--- src/rtl/lcd_ctrl_pkg.sv ---
// lcd_ctrl_pkg
// Shared definitions for the LCD window controller: host command codes,
// controller state encoding and a small width helper.
package lcd_ctrl_pkg;

  // Host command codes, sampled together with cmd_valid
  typedef enum logic [2:0] {
    CMD_OUTPUT = 3'd0,
    CMD_LOAD   = 3'd1,
    CMD_RIGHT  = 3'd2,
    CMD_LEFT   = 3'd3,
    CMD_UP     = 3'd4,
    CMD_DOWN   = 3'd5,
    CMD_MIRROR = 3'd6,
    CMD_CENTRE = 3'd7
  } cmd_e;

  // Controller states
  typedef enum logic [1:0] {
    IDLE = 2'd0,
    LOAD = 2'd1,
    EXEC = 2'd2,
    OUT  = 2'd3
  } state_e;

  // Bits needed to index 0..v-1, never less than one bit
  function automatic int clog2_min1(input int v);
    if (v > 1) begin
      return $clog2(v);
    end else begin
      return 1;
    end
  endfunction

endpackage

--- src/rtl/lcd_pixel_mem.sv ---
// lcd_pixel_mem
// Image store: DEPTH x DW register array with one synchronous write port and
// one combinational read port. Contents are deliberately not reset so that a
// partially loaded image survives a reset.
//   clk   - write clock
//   we    - write enable
//   waddr - write address
//   wdata - write data
//   raddr - read address
//   rdata - read data (combinational; zero for an address past the array)
module lcd_pixel_mem #(
  parameter int DW    = 8,
  parameter int DEPTH = 36,
  parameter int AW    = 6
) (
  input  logic          clk,
  input  logic          we,
  input  logic [AW-1:0] waddr,
  input  logic [DW-1:0] wdata,
  input  logic [AW-1:0] raddr,
  output logic [DW-1:0] rdata
);

  logic [DW-1:0] mem_r [0:DEPTH-1];

  // Synchronous write port
  always_ff @(posedge clk) begin
    if (we) begin
      mem_r[waddr] <= wdata;
    end
  end

  // Combinational read port with an out-of-range guard
  always_comb begin
    if ({1'b0, raddr} < (AW+1)'(DEPTH)) begin
      rdata = mem_r[raddr];
    end else begin
      rdata = '0;
    end
  end

endmodule

--- src/rtl/lcd_win_ctrl.sv ---
// lcd_win_ctrl
// Stores an IMG_W x IMG_H image received one pixel per cycle and streams a
// WIN x WIN window of it on command, with clamped window moves, horizontal
// mirroring, recentring and output backpressure.
//   clk          - rising-edge clock
//   reset        - asynchronous, active-high
//   cmd          - command code, sampled with cmd_valid
//   cmd_valid    - command strobe (ignored while busy)
//   datain       - image pixel stream, used only while loading
//   dout_ready   - downstream accepts the current beat
//   dataout      - window pixel (registered)
//   output_valid - dataout holds a valid beat
//   busy         - a command is in progress
module lcd_win_ctrl
  import lcd_ctrl_pkg::*;
#(
  parameter int DW    = 8,
  parameter int IMG_W = 6,
  parameter int IMG_H = 6,
  parameter int WIN   = 3
) (
  input  logic          clk,
  input  logic          reset,
  input  logic [2:0]    cmd,
  input  logic          cmd_valid,
  input  logic [DW-1:0] datain,
  input  logic          dout_ready,
  output logic [DW-1:0] dataout,
  output logic          output_valid,
  output logic          busy
);

  localparam int N    = IMG_W * IMG_H;
  localparam int NB   = WIN * WIN;
  localparam int AW   = clog2_min1(N);
  localparam int BW   = $clog2(NB + 1);
  localparam int XW   = clog2_min1(IMG_W);
  localparam int YW   = clog2_min1(IMG_H);
  localparam int CW   = clog2_min1(WIN);
  localparam int RW   = $clog2(WIN + 1);
  localparam int X0   = (IMG_W - WIN + 1) / 2;
  localparam int Y0   = (IMG_H - WIN + 1) / 2;
  localparam int XMAX = IMG_W - WIN;
  localparam int YMAX = IMG_H - WIN;

  state_e        state_r,  state_nx;
  cmd_e          cmd_r,    cmd_nx;
  logic [XW-1:0] x_r,      x_nx;
  logic [YW-1:0] y_r,      y_nx;
  logic          mirror_r, mirror_nx;
  logic [AW-1:0] load_r,   load_nx;
  logic [BW-1:0] beat_r,   beat_nx;
  logic [RW-1:0] row_r,    row_nx;
  logic [CW-1:0] col_r,    col_nx;
  logic [DW-1:0] dout_r,   dout_nx;
  logic          valid_r,  valid_nx;
  logic          busy_r,   busy_nx;

  logic          we_s;
  logic [CW-1:0] col_eff_s;
  logic [AW-1:0] pix_addr_s;
  logic [DW-1:0] rdata_s;

  lcd_pixel_mem #(
    .DW    (DW),
    .DEPTH (N),
    .AW    (AW)
  ) u_mem (
    .clk   (clk),
    .we    (we_s),
    .waddr (load_r),
    .wdata (datain),
    .raddr (pix_addr_s),
    .rdata (rdata_s)
  );

  // Address of the pixel for the next beat; the row/col counters walk the
  // window in raster order so no divider is needed for beat/WIN, beat%WIN.
  always_comb begin
    col_eff_s = col_r;
    if (mirror_r) begin
      col_eff_s = CW'(WIN - 1) - col_r;
    end else begin
      col_eff_s = col_r;
    end
    pix_addr_s = (AW'(y_r) + AW'(row_r)) * AW'(IMG_W) + AW'(x_r) + AW'(col_eff_s);
  end

  // Next-state and next-output logic; every register holds by default
  always_comb begin
    state_nx  = state_r;
    cmd_nx    = cmd_r;
    x_nx      = x_r;
    y_nx      = y_r;
    mirror_nx = mirror_r;
    load_nx   = load_r;
    beat_nx   = beat_r;
    row_nx    = row_r;
    col_nx    = col_r;
    dout_nx   = dout_r;
    valid_nx  = valid_r;
    we_s      = 1'b0;

    case (state_r)
      // busy is low exactly while in IDLE, so a strobe here is always accepted
      IDLE: begin
        if (cmd_valid) begin
          cmd_nx  = cmd_e'(cmd);
          load_nx = '0;
          if (cmd_e'(cmd) == CMD_LOAD) begin
            state_nx = LOAD;
          end else begin
            state_nx = EXEC;
          end
        end else begin
          state_nx = IDLE;
        end
      end

      LOAD: begin
        we_s = 1'b1;
        if (load_r == AW'(N - 1)) begin
          load_nx  = '0;
          state_nx = EXEC;
        end else begin
          load_nx  = load_r + AW'(1);
          state_nx = LOAD;
        end
      end

      EXEC: begin
        beat_nx  = '0;
        row_nx   = '0;
        col_nx   = '0;
        valid_nx = 1'b0;
        state_nx = OUT;
        case (cmd_r)
          CMD_OUTPUT: begin
            x_nx = x_r;
          end
          CMD_LOAD, CMD_CENTRE: begin
            x_nx = XW'(X0);
            y_nx = YW'(Y0);
          end
          CMD_RIGHT: begin
            if (x_r < XW'(XMAX)) begin
              x_nx = x_r + XW'(1);
            end else begin
              x_nx = x_r;
            end
          end
          CMD_LEFT: begin
            if (x_r != XW'(0)) begin
              x_nx = x_r - XW'(1);
            end else begin
              x_nx = x_r;
            end
          end
          CMD_UP: begin
            if (y_r != YW'(0)) begin
              y_nx = y_r - YW'(1);
            end else begin
              y_nx = y_r;
            end
          end
          CMD_DOWN: begin
            if (y_r < YW'(YMAX)) begin
              y_nx = y_r + YW'(1);
            end else begin
              y_nx = y_r;
            end
          end
          CMD_MIRROR: begin
            mirror_nx = ~mirror_r;
          end
          default: begin
            x_nx = x_r;
          end
        endcase
      end

      // A new beat is loaded when the output register is empty or its beat
      // is being taken; once all beats are out, the final take ends the command.
      OUT: begin
        if (!valid_r || dout_ready) begin
          if (beat_r < BW'(NB)) begin
            dout_nx  = rdata_s;
            valid_nx = 1'b1;
            beat_nx  = beat_r + BW'(1);
            if (col_r == CW'(WIN - 1)) begin
              col_nx = '0;
              row_nx = row_r + RW'(1);
            end else begin
              col_nx = col_r + CW'(1);
              row_nx = row_r;
            end
          end else begin
            valid_nx = 1'b0;
            beat_nx  = '0;
            row_nx   = '0;
            col_nx   = '0;
            state_nx = IDLE;
          end
        end else begin
          valid_nx = valid_r;
        end
      end

      default: begin
        state_nx = IDLE;
      end
    endcase

    busy_nx = (state_nx != IDLE);
  end

  // Controller state and registered outputs
  always_ff @(posedge clk or posedge reset) begin
    if (reset) begin
      state_r  <= IDLE;
      cmd_r    <= CMD_OUTPUT;
      x_r      <= XW'(X0);
      y_r      <= YW'(Y0);
      mirror_r <= 1'b0;
      load_r   <= '0;
      beat_r   <= '0;
      row_r    <= '0;
      col_r    <= '0;
      dout_r   <= '0;
      valid_r  <= 1'b0;
      busy_r   <= 1'b0;
    end else begin
      state_r  <= state_nx;
      cmd_r    <= cmd_nx;
      x_r      <= x_nx;
      y_r      <= y_nx;
      mirror_r <= mirror_nx;
      load_r   <= load_nx;
      beat_r   <= beat_nx;
      row_r    <= row_nx;
      col_r    <= col_nx;
      dout_r   <= dout_nx;
      valid_r  <= valid_nx;
      busy_r   <= busy_nx;
    end
  end

  assign dataout      = dout_r;
  assign output_valid = valid_r;
  assign busy         = busy_r;

endmodule

--- config.mk ---
export PLATFORM = sky130hd
export DESIGN_NAME = lcd_win_ctrl
export DESIGN_NICKNAME = d
export VERILOG_FILES = /design/src/rtl/lcd_ctrl_pkg.sv /design/src/rtl/lcd_pixel_mem.sv /design/src/rtl/lcd_win_ctrl.sv
export SDC_FILE = /design/constraint.sdc
export NUM_CORES = 1
export LEC_CHECK = 0
export CAP_MARGIN = 20
export CORE_AREA = 2 2 245 126
export CTS_CLUSTER_DIAMETER = 50
export DETAILED_ROUTE_END_ITERATION = 8
export DIE_AREA = 0 0 247 128
export HOLD_SLACK_MARGIN = 0.12
export PLACE_DENSITY_LB_ADDON = 0.25
export SLEW_MARGIN = 20
export SYNTH_ARGS = -nofsm -noshare
export SYNTH_HDL_FRONTEND = slang
export SYNTH_SLANG_ARGS = --single-unit
--- constraint.sdc ---
create_clock -name clk -period 6.7 [get_ports clk]
set_clock_uncertainty 0.15 [all_clocks]
set_input_delay 0.67 -clock clk [delete_from_list [all_inputs] [get_ports clk]]
set_output_delay 0.67 -clock clk [all_outputs]
set_load 0.005 [all_outputs]
==> summary.txt, run 1 <==
Critical path
  • Worst-path cell chain: ha_1 -> fa_1 -> ha_1 -> fa_1 -> ha_1 -> xor2_4 -> buf_4 -> mux4_2 -> mux2i_1 -> o22ai_1 -> o21ai_1 -> nand3_1
  • Crit-path slowest cell: xor2_4
  • Worst setup SP type: flip-flop
  • CP peak stage delay: 0.91 ns
  • Worst R2R Path Depth: 12
  • Critical Path Stages: 12
  • Bufs and invs on worst path: 1
  • Crit-path max FO: 27
  • FF-to-FF End: dataout[6]
  • WS Path Type: reg2reg
  • R2R Path Start: y_r[0]
  • Top cell by count, worst path: ha_1
  • Crit. End Element: flip-flop
  • R2r setup slk: 1.53 ns
  • Worst Path Arrival: 5.45 ns
  • Worst path top cell family by delay: adder cells
  • Critical Path RT: 6.98 ns

Logic synthesis
  • Synth area leaders: edfxtp_1, mux4_2, dfrtp_1, mux2i_1, ha_1
  • Share of the synthesized area in the top cell type: 64.45%
  • Synthesized cell area: 13420 sq um
  • Ys async rst share: 11.11%
  • Main synth FF type: edfxtp_1
  • Syn Inst Count: 735
  • Syn Area/Cell: 18.26 sq um
  • Syn Nets: 772
  • #FFs+latches synth: 324
  • Count of cell types in the netlist: 53
  • EDFF count, synth: 288
  • Synth area leader: edfxtp_1
  • Register area share after synthesis: 71.18%
  • Synth Warn #: 0

GRT
  • Vias in the first global route: 7241
  • Initial antenna violation count: 0
  • Remaining Overflow, GRT: 0
  • First-pass GRT wire length: 45440 microns
  • Total track usage: 19.75%
  • Largest net degree at the start of global routing: 56

Timing
  • Slew headroom: 25.40%
  • Fin. max-slew vios: 0
  • Final hold violations: 0
  • Final setup viols: 0
  • FMAX: 193.3 MHz
  • Minimum clock period after layout: 5.172 ns
  • Period utilisation layout: 77.19%
  • Least-Margin Pin Slew: 1.117 ns
  • RSZ-0062 raised after global routing: false
  • Setup tns final: 0 ns

CTS
  • CTS Sinks: 324
  • Setup Buffers After CTS: 0
  • Clock buffer count from CTS: 28
  • CTS resizes: 0
  • Clk buf depth: 3
  • Clock network latency to the later pin of the worst-skew pair: 0.55 ns
  • H-Tree Depth: 1
  • CTS tree: yes
  • Clock transition at path regs: 0.07 ns
  • Root buf cell: clkbuf_16
  • Hold_buf cts: 0

Die
  • Die ar.: 31620 sq um
  • Initial Utilization: 45.22%
  • Rows: 45
  • Die X: 247 microns
  • I/O Pins: 25
  • Core area: 29670 sq um
  • Die H: 128 microns

Job
  • Max-Cap Viols: 0

Finish
  • Layout cell share with drive strength beyond 1: 17.99%
  • Most frequent cells in the layout: edfxtp_1, mux4_2, nor2_1
  • Fin area: 15050 sq um
  • Commonest non-fill, non-tap cell in the layout: edfxtp_1
  • Layout Area Growth over Synthesis: 12.16%
  • Final Net Count: 810

Detailed routing
  • Routed len/inst: 25.33 microns
  • DRT Wirelength: 30270 microns
  • Initial DRC Count: 890
  • Vias per inst: 5.945
  • Residual DRC: 0
  • Vias: 7104
  • Length of the first detailed-routing pass in iterations: 5
  • Post-DRT Antenna Nets: 0

Worst hold path
  • Worst Hold Depth: 2
  • Worst Hold Path EP: output_valid
  • Hold Path Class: reg2reg
  • Hold Path Origin: output_valid

Place
  • Detailed placement HPWL: 20010 microns
  • DP Area: 14110 sq um
  • RePlAce Congestion: 0.8949
  • Port buffer count: 24

Outcome
  • Outcome: complete, no violations
## sequential cells by signal, indices dropped and copies added (netlist names)
signal / count
u_mem.mem_r: 288
dataout: 8
load_r: 6
beat_r: 4
cmd_r: 3
x_r: 3
y_r: 3
col_r: 2
row_r: 2
state_r: 2
busy: 1
mirror_r: 1
output_valid: 1
## layout make-up
cell class | count | area [sq um]
multi-input cells | 366 | 3664
clock inverters | 12 | 113.9
fillers | 2389 | 14620
repair buffers | 41 | 377.9
well taps | 399 | 499.2
clock buffers | 40 | 797.0
diodes | 1 | 2.502
inverters | 12 | 45.04
flip-flops and latches | 324 | 9552
## cell usage after synthesis, types with 2 or more instances
library cell / number
buf_6: 7
o22ai_1: 17
xnor2_1: 2
nand4_1: 12
nor2b_1: 6
mux2i_1: 37
nand3b_1: 2
nand3_1: 17
clkbuf_1: 14
mux4_1: 7
or3b_2: 3
dfrtp_1: 34
or3_1: 2
mux2_2: 4
buf_2: 9
and3_1: 2
nand2_1: 40
a21oi_1: 9
mux4_2: 65
nor3_1: 6
xor2_1: 5
o21ai_1: 6
dfstp_2: 2
inv_1: 12
edfxtp_1: 288
a31oi_1: 2
nor2_1: 48
fa_1: 6
ha_1: 16
a21o_1: 2
buf_4: 2
o21ai_0: 24
nand2b_1: 7
## how the worst max path moves through the flow
stage / start / end / slack, ns
CTS: y_r[0] / dataout[6] / 1.48
detailed placement: y_r[0] / dataout[6] / 1.52
global placement: y_r[0] / dataout[6] / 1.70
finish: y_r[0] / dataout[6] / 1.53
global route: y_r[0] / dataout[6] / 1.30
floorplan: y_r[0] / dataout[3] / 2.77
## worst min-delay path, stage by stage (launching register included)
cell     delay (ns)
dfrtp_1        0.37
nand2_1        0.05
nand2_1        0.06
## through the flow
stage	cells	util [%]	hold slack, ns	setup WS (ns)
floorplan	735	-	0.3133	2.765
global placement	1140	47.55	0.3219	1.699
detailed placement	1140	47.55	0.3384	1.522
CTS	1192	50.62	0.3542	1.476
global route	1194	50.71	0.3946	1.303
finish	1195	50.72	0.3575	1.528
## cell families (layout without fill, tap and decap cells)
group,Yosys count,in the layout,share of synthesized area (%)
AOI/OAI and AO/OA,72,72,3.208
xor gates and xnor gates,8,8,0.6340
adders and majority gates,22,22,2.387
buffers and inverters,45,105,1.790
DFF,324,324,71.18
muxes,113,113,15.38
other,0,1,0
and+or+nand+nor,151,151,5.427
## per-layer routing
| metal | track usage [%] | up-vias | share of wire (%) |
|---|---|---|---|
| met1 | 31.33 | 3721 | 48 |
| met5 | 0 | - | 0 |
| met4 | 3.437 | 0 | 1.5 |
| li1 | - | 3023 | - |
| met2 | 27.81 | 315 | 42 |
| met3 | 4.919 | 45 | 8.3 |
Power of run 1 is not shown: default switching activity piles up to over one toggle a cycle in this logic, so the estimate is an artifact.
==> run 2: changes to the inputs <==
Clock period 6.7 ns to 5.1 ns, I/O delays scaled along.
==> summary.txt, run 2 (synthesis gave the netlist of run 1 again) <==
Detailed routing
  • Routed len/inst: 25.65 microns (+1.3%)
  • Initial DRC Count: 929 (+4.4%)
  • Post-DRT Antenna Nets: 0 (unchanged)
  • Length of the first detailed-routing pass in iterations: 5 (unchanged)
  • Residual DRC: 0 (unchanged)
  • DRT Wirelength: 30470 microns (+0.68%)
  • Vias per inst: 5.935 (-0.16%)
  • Vias: 7051 (-0.75%)

Die
  • Rows: 45 (unchanged)
  • Die ar.: 31620 sq um (unchanged)
  • Initial Utilization: 45.22% (unchanged)
  • Core area: 29670 sq um (unchanged)
  • Die X: 247 microns (unchanged)
  • Die H: 128 microns (unchanged)
  • I/O Pins: 25 (unchanged)

Worst hold path
  • Hold Path Class: in2async

CTS
  • Clock transition at path regs: 0.07 ns (about the same)
  • CTS tree: yes
  • Root buf cell: clkbuf_16
  • Setup Buffers After CTS: 0 (unchanged)
  • Hold_buf cts: 0 (unchanged)
  • Clock buffer count from CTS: 28 (unchanged)
  • Clock network latency to the later pin of the worst-skew pair: 0.55 ns (about the same)
  • Clk buf depth: 3 (unchanged)
  • CTS resizes: 0 (unchanged)
  • CTS Sinks: 324 (unchanged)
  • H-Tree Depth: 1 (unchanged)

Critical path
  • R2R Path Start: y_r[0]
  • Crit-path max FO: 7 (-74%)
  • Worst-path cell chain: ha_1 -> fa_1 -> ha_1 -> fa_1 -> ha_1 -> nand3_1 -> and3_1 -> o21bai_1 -> o22ai_1 -> o21ai_0 -> nand3_1
  • R2r setup slk: 0.43 ns (-1.10 ns)
  • WS Path Type: reg2reg
  • Crit. End Element: flip-flop
  • Crit-path slowest cell: o21bai_1
  • Top cell by count, worst path: ha_1
  • FF-to-FF End: dataout[1]
  • Worst setup SP type: flip-flop
  • Worst R2R Path Depth: 11 (-1)
  • Critical Path RT: 5.37 ns (-1.61 ns)
  • CP startpoint: y_r[0]
  • CP peak stage delay: 0.67 ns (-0.24 ns)
  • Worst Path Arrival: 4.94 ns (-0.51 ns)

Place
  • Port buffer count: 24 (unchanged)
  • RePlAce Congestion: 0.8542 (-4.5%)
  • Detailed placement HPWL: 20230 microns (+1.1%)
  • DP Worst Slack: 0.4835 ns (-1.039 ns)
  • DP Area: 14140 sq um (+0.19%)

Finish
  • Final Net Count: 805 (-0.62%)
  • Commonest non-fill, non-tap cell in the layout: edfxtp_1
  • # diodes: 0 (-1)
  • Max reg flops: 288 (unchanged)
  • Largest Register: u_mem.mem_r
  • Layout Area Growth over Synthesis: 12.82%
  • Most frequent cells in the layout: edfxtp_1, mux4_2, nor2_1
  • Final-layout fill cell count: 2393 (+0.17%)
  • Layout cell share with drive strength beyond 1: 18.00% (about the same)
  • Fin area: 15140 sq um (+0.59%)
  • Final core occ: 51.02% (+0.30 points)
  • Reg area: 9552 sq um (unchanged)
  • Area of the multi-input gates: 3666 sq um (about the same)

Timing
  • Final setup viols: 0 (unchanged)
  • Fin. max-slew vios: 0 (unchanged)
  • Setup slack after layout: 0.4311 ns (-1.097 ns)
  • Final hold violations: 0 (unchanged)
  • RSZ-0062 raised after global routing: false
  • Period utilisation layout: 91.55% (+14 points)
  • FMAX: 214.2 MHz (+11%)
  • Slew headroom: 28.47% (+3.1 points)
  • Least-Margin Pin Slew: 1.069 ns (-0.04824 ns)
  • Minimum clock period after layout: 4.669 ns (-0.5031 ns)
  • Setup tns final: 0 ns (unchanged)

GRT
  • Vias in the first global route: 7194 (-0.65%)
  • Remaining Overflow, GRT: 0 (unchanged)
  • Largest net degree at the start of global routing: 37 (-34%)
  • First-pass GRT wire length: 46150 microns (+1.6%)
  • Initial antenna violation count: 0 (unchanged)
  • Total track usage: 20.05% (+0.30 points)

Job
  • Max-Cap Viols: 0 (unchanged)

Outcome
  • Outcome: complete, no violations
run 2: cell types whose count changed in the layout (fill, tap and decap cells not counted), moves of 2 or more:
cell / delta
clkinvlp_4: +2
clkbuf_1: -3
bufinv_16: +4
buf_12: +4
buf_4: -8
run 2: final cells by class:
class | instances | area share [%]
sequential | 324 | 63.09
clock inverter | 14 | 1.496
timing repair buffer | 36 | 2.413
multi-input combinational | 366 | 24.21
inverter | 12 | 0.2975
tap | 399 | 3.298
clock buffer | 37 | 5.190
run 2: stage by stage:
step,hold WS [ns],cells
floorplan,0.3133,735
global placement,0.3311,1137
detailed placement,0.3347,1137
CTS,0.2415,1188
global route,0.2949,1188
finish,0.2407,1188
run 2: worst max path at each step:
stage	to	slack, ns
2_1_floorplan	dataout[3]	1.17
3_3_place_gp	dataout[1]	0.61
3_5_place_dp	dataout[0]	0.48
4_1_cts	dataout[0]	0.48
5_1_grt	dataout[1]	0.30
6_report	dataout[1]	0.43
run 2: per-layer routing:
layer / global-route usage, % / routed length, microns / part of all wire (%)
met5: 0 / 0 / 0
met4: 3.863 / 412 / 1.4
met3: 4.459 / 2678 / 8.8
met2: 27.70 / 12730 / 42
met1: 32.50 / 14650 / 48
run 2: worst max-delay path, delay by kind of cell (launching register included):
kind                       cells  cell delay [ns]
and+or+nand+nor                3             0.62
AOI/OAI and AO/OA              3             1.32
adders and majority gates      5             1.99
DFF                            1             0.46
Power of run 2 is left out for the same reason.
==> run 3: changes to the inputs <==
Settings changed: CTS_CLUSTER_DIAMETER 50 to 60.
==> results of run 3 <==
Same layout as run 2: the final DEF is identical, and so are final timing and power.
Power of run 3 is left out for the same reason.
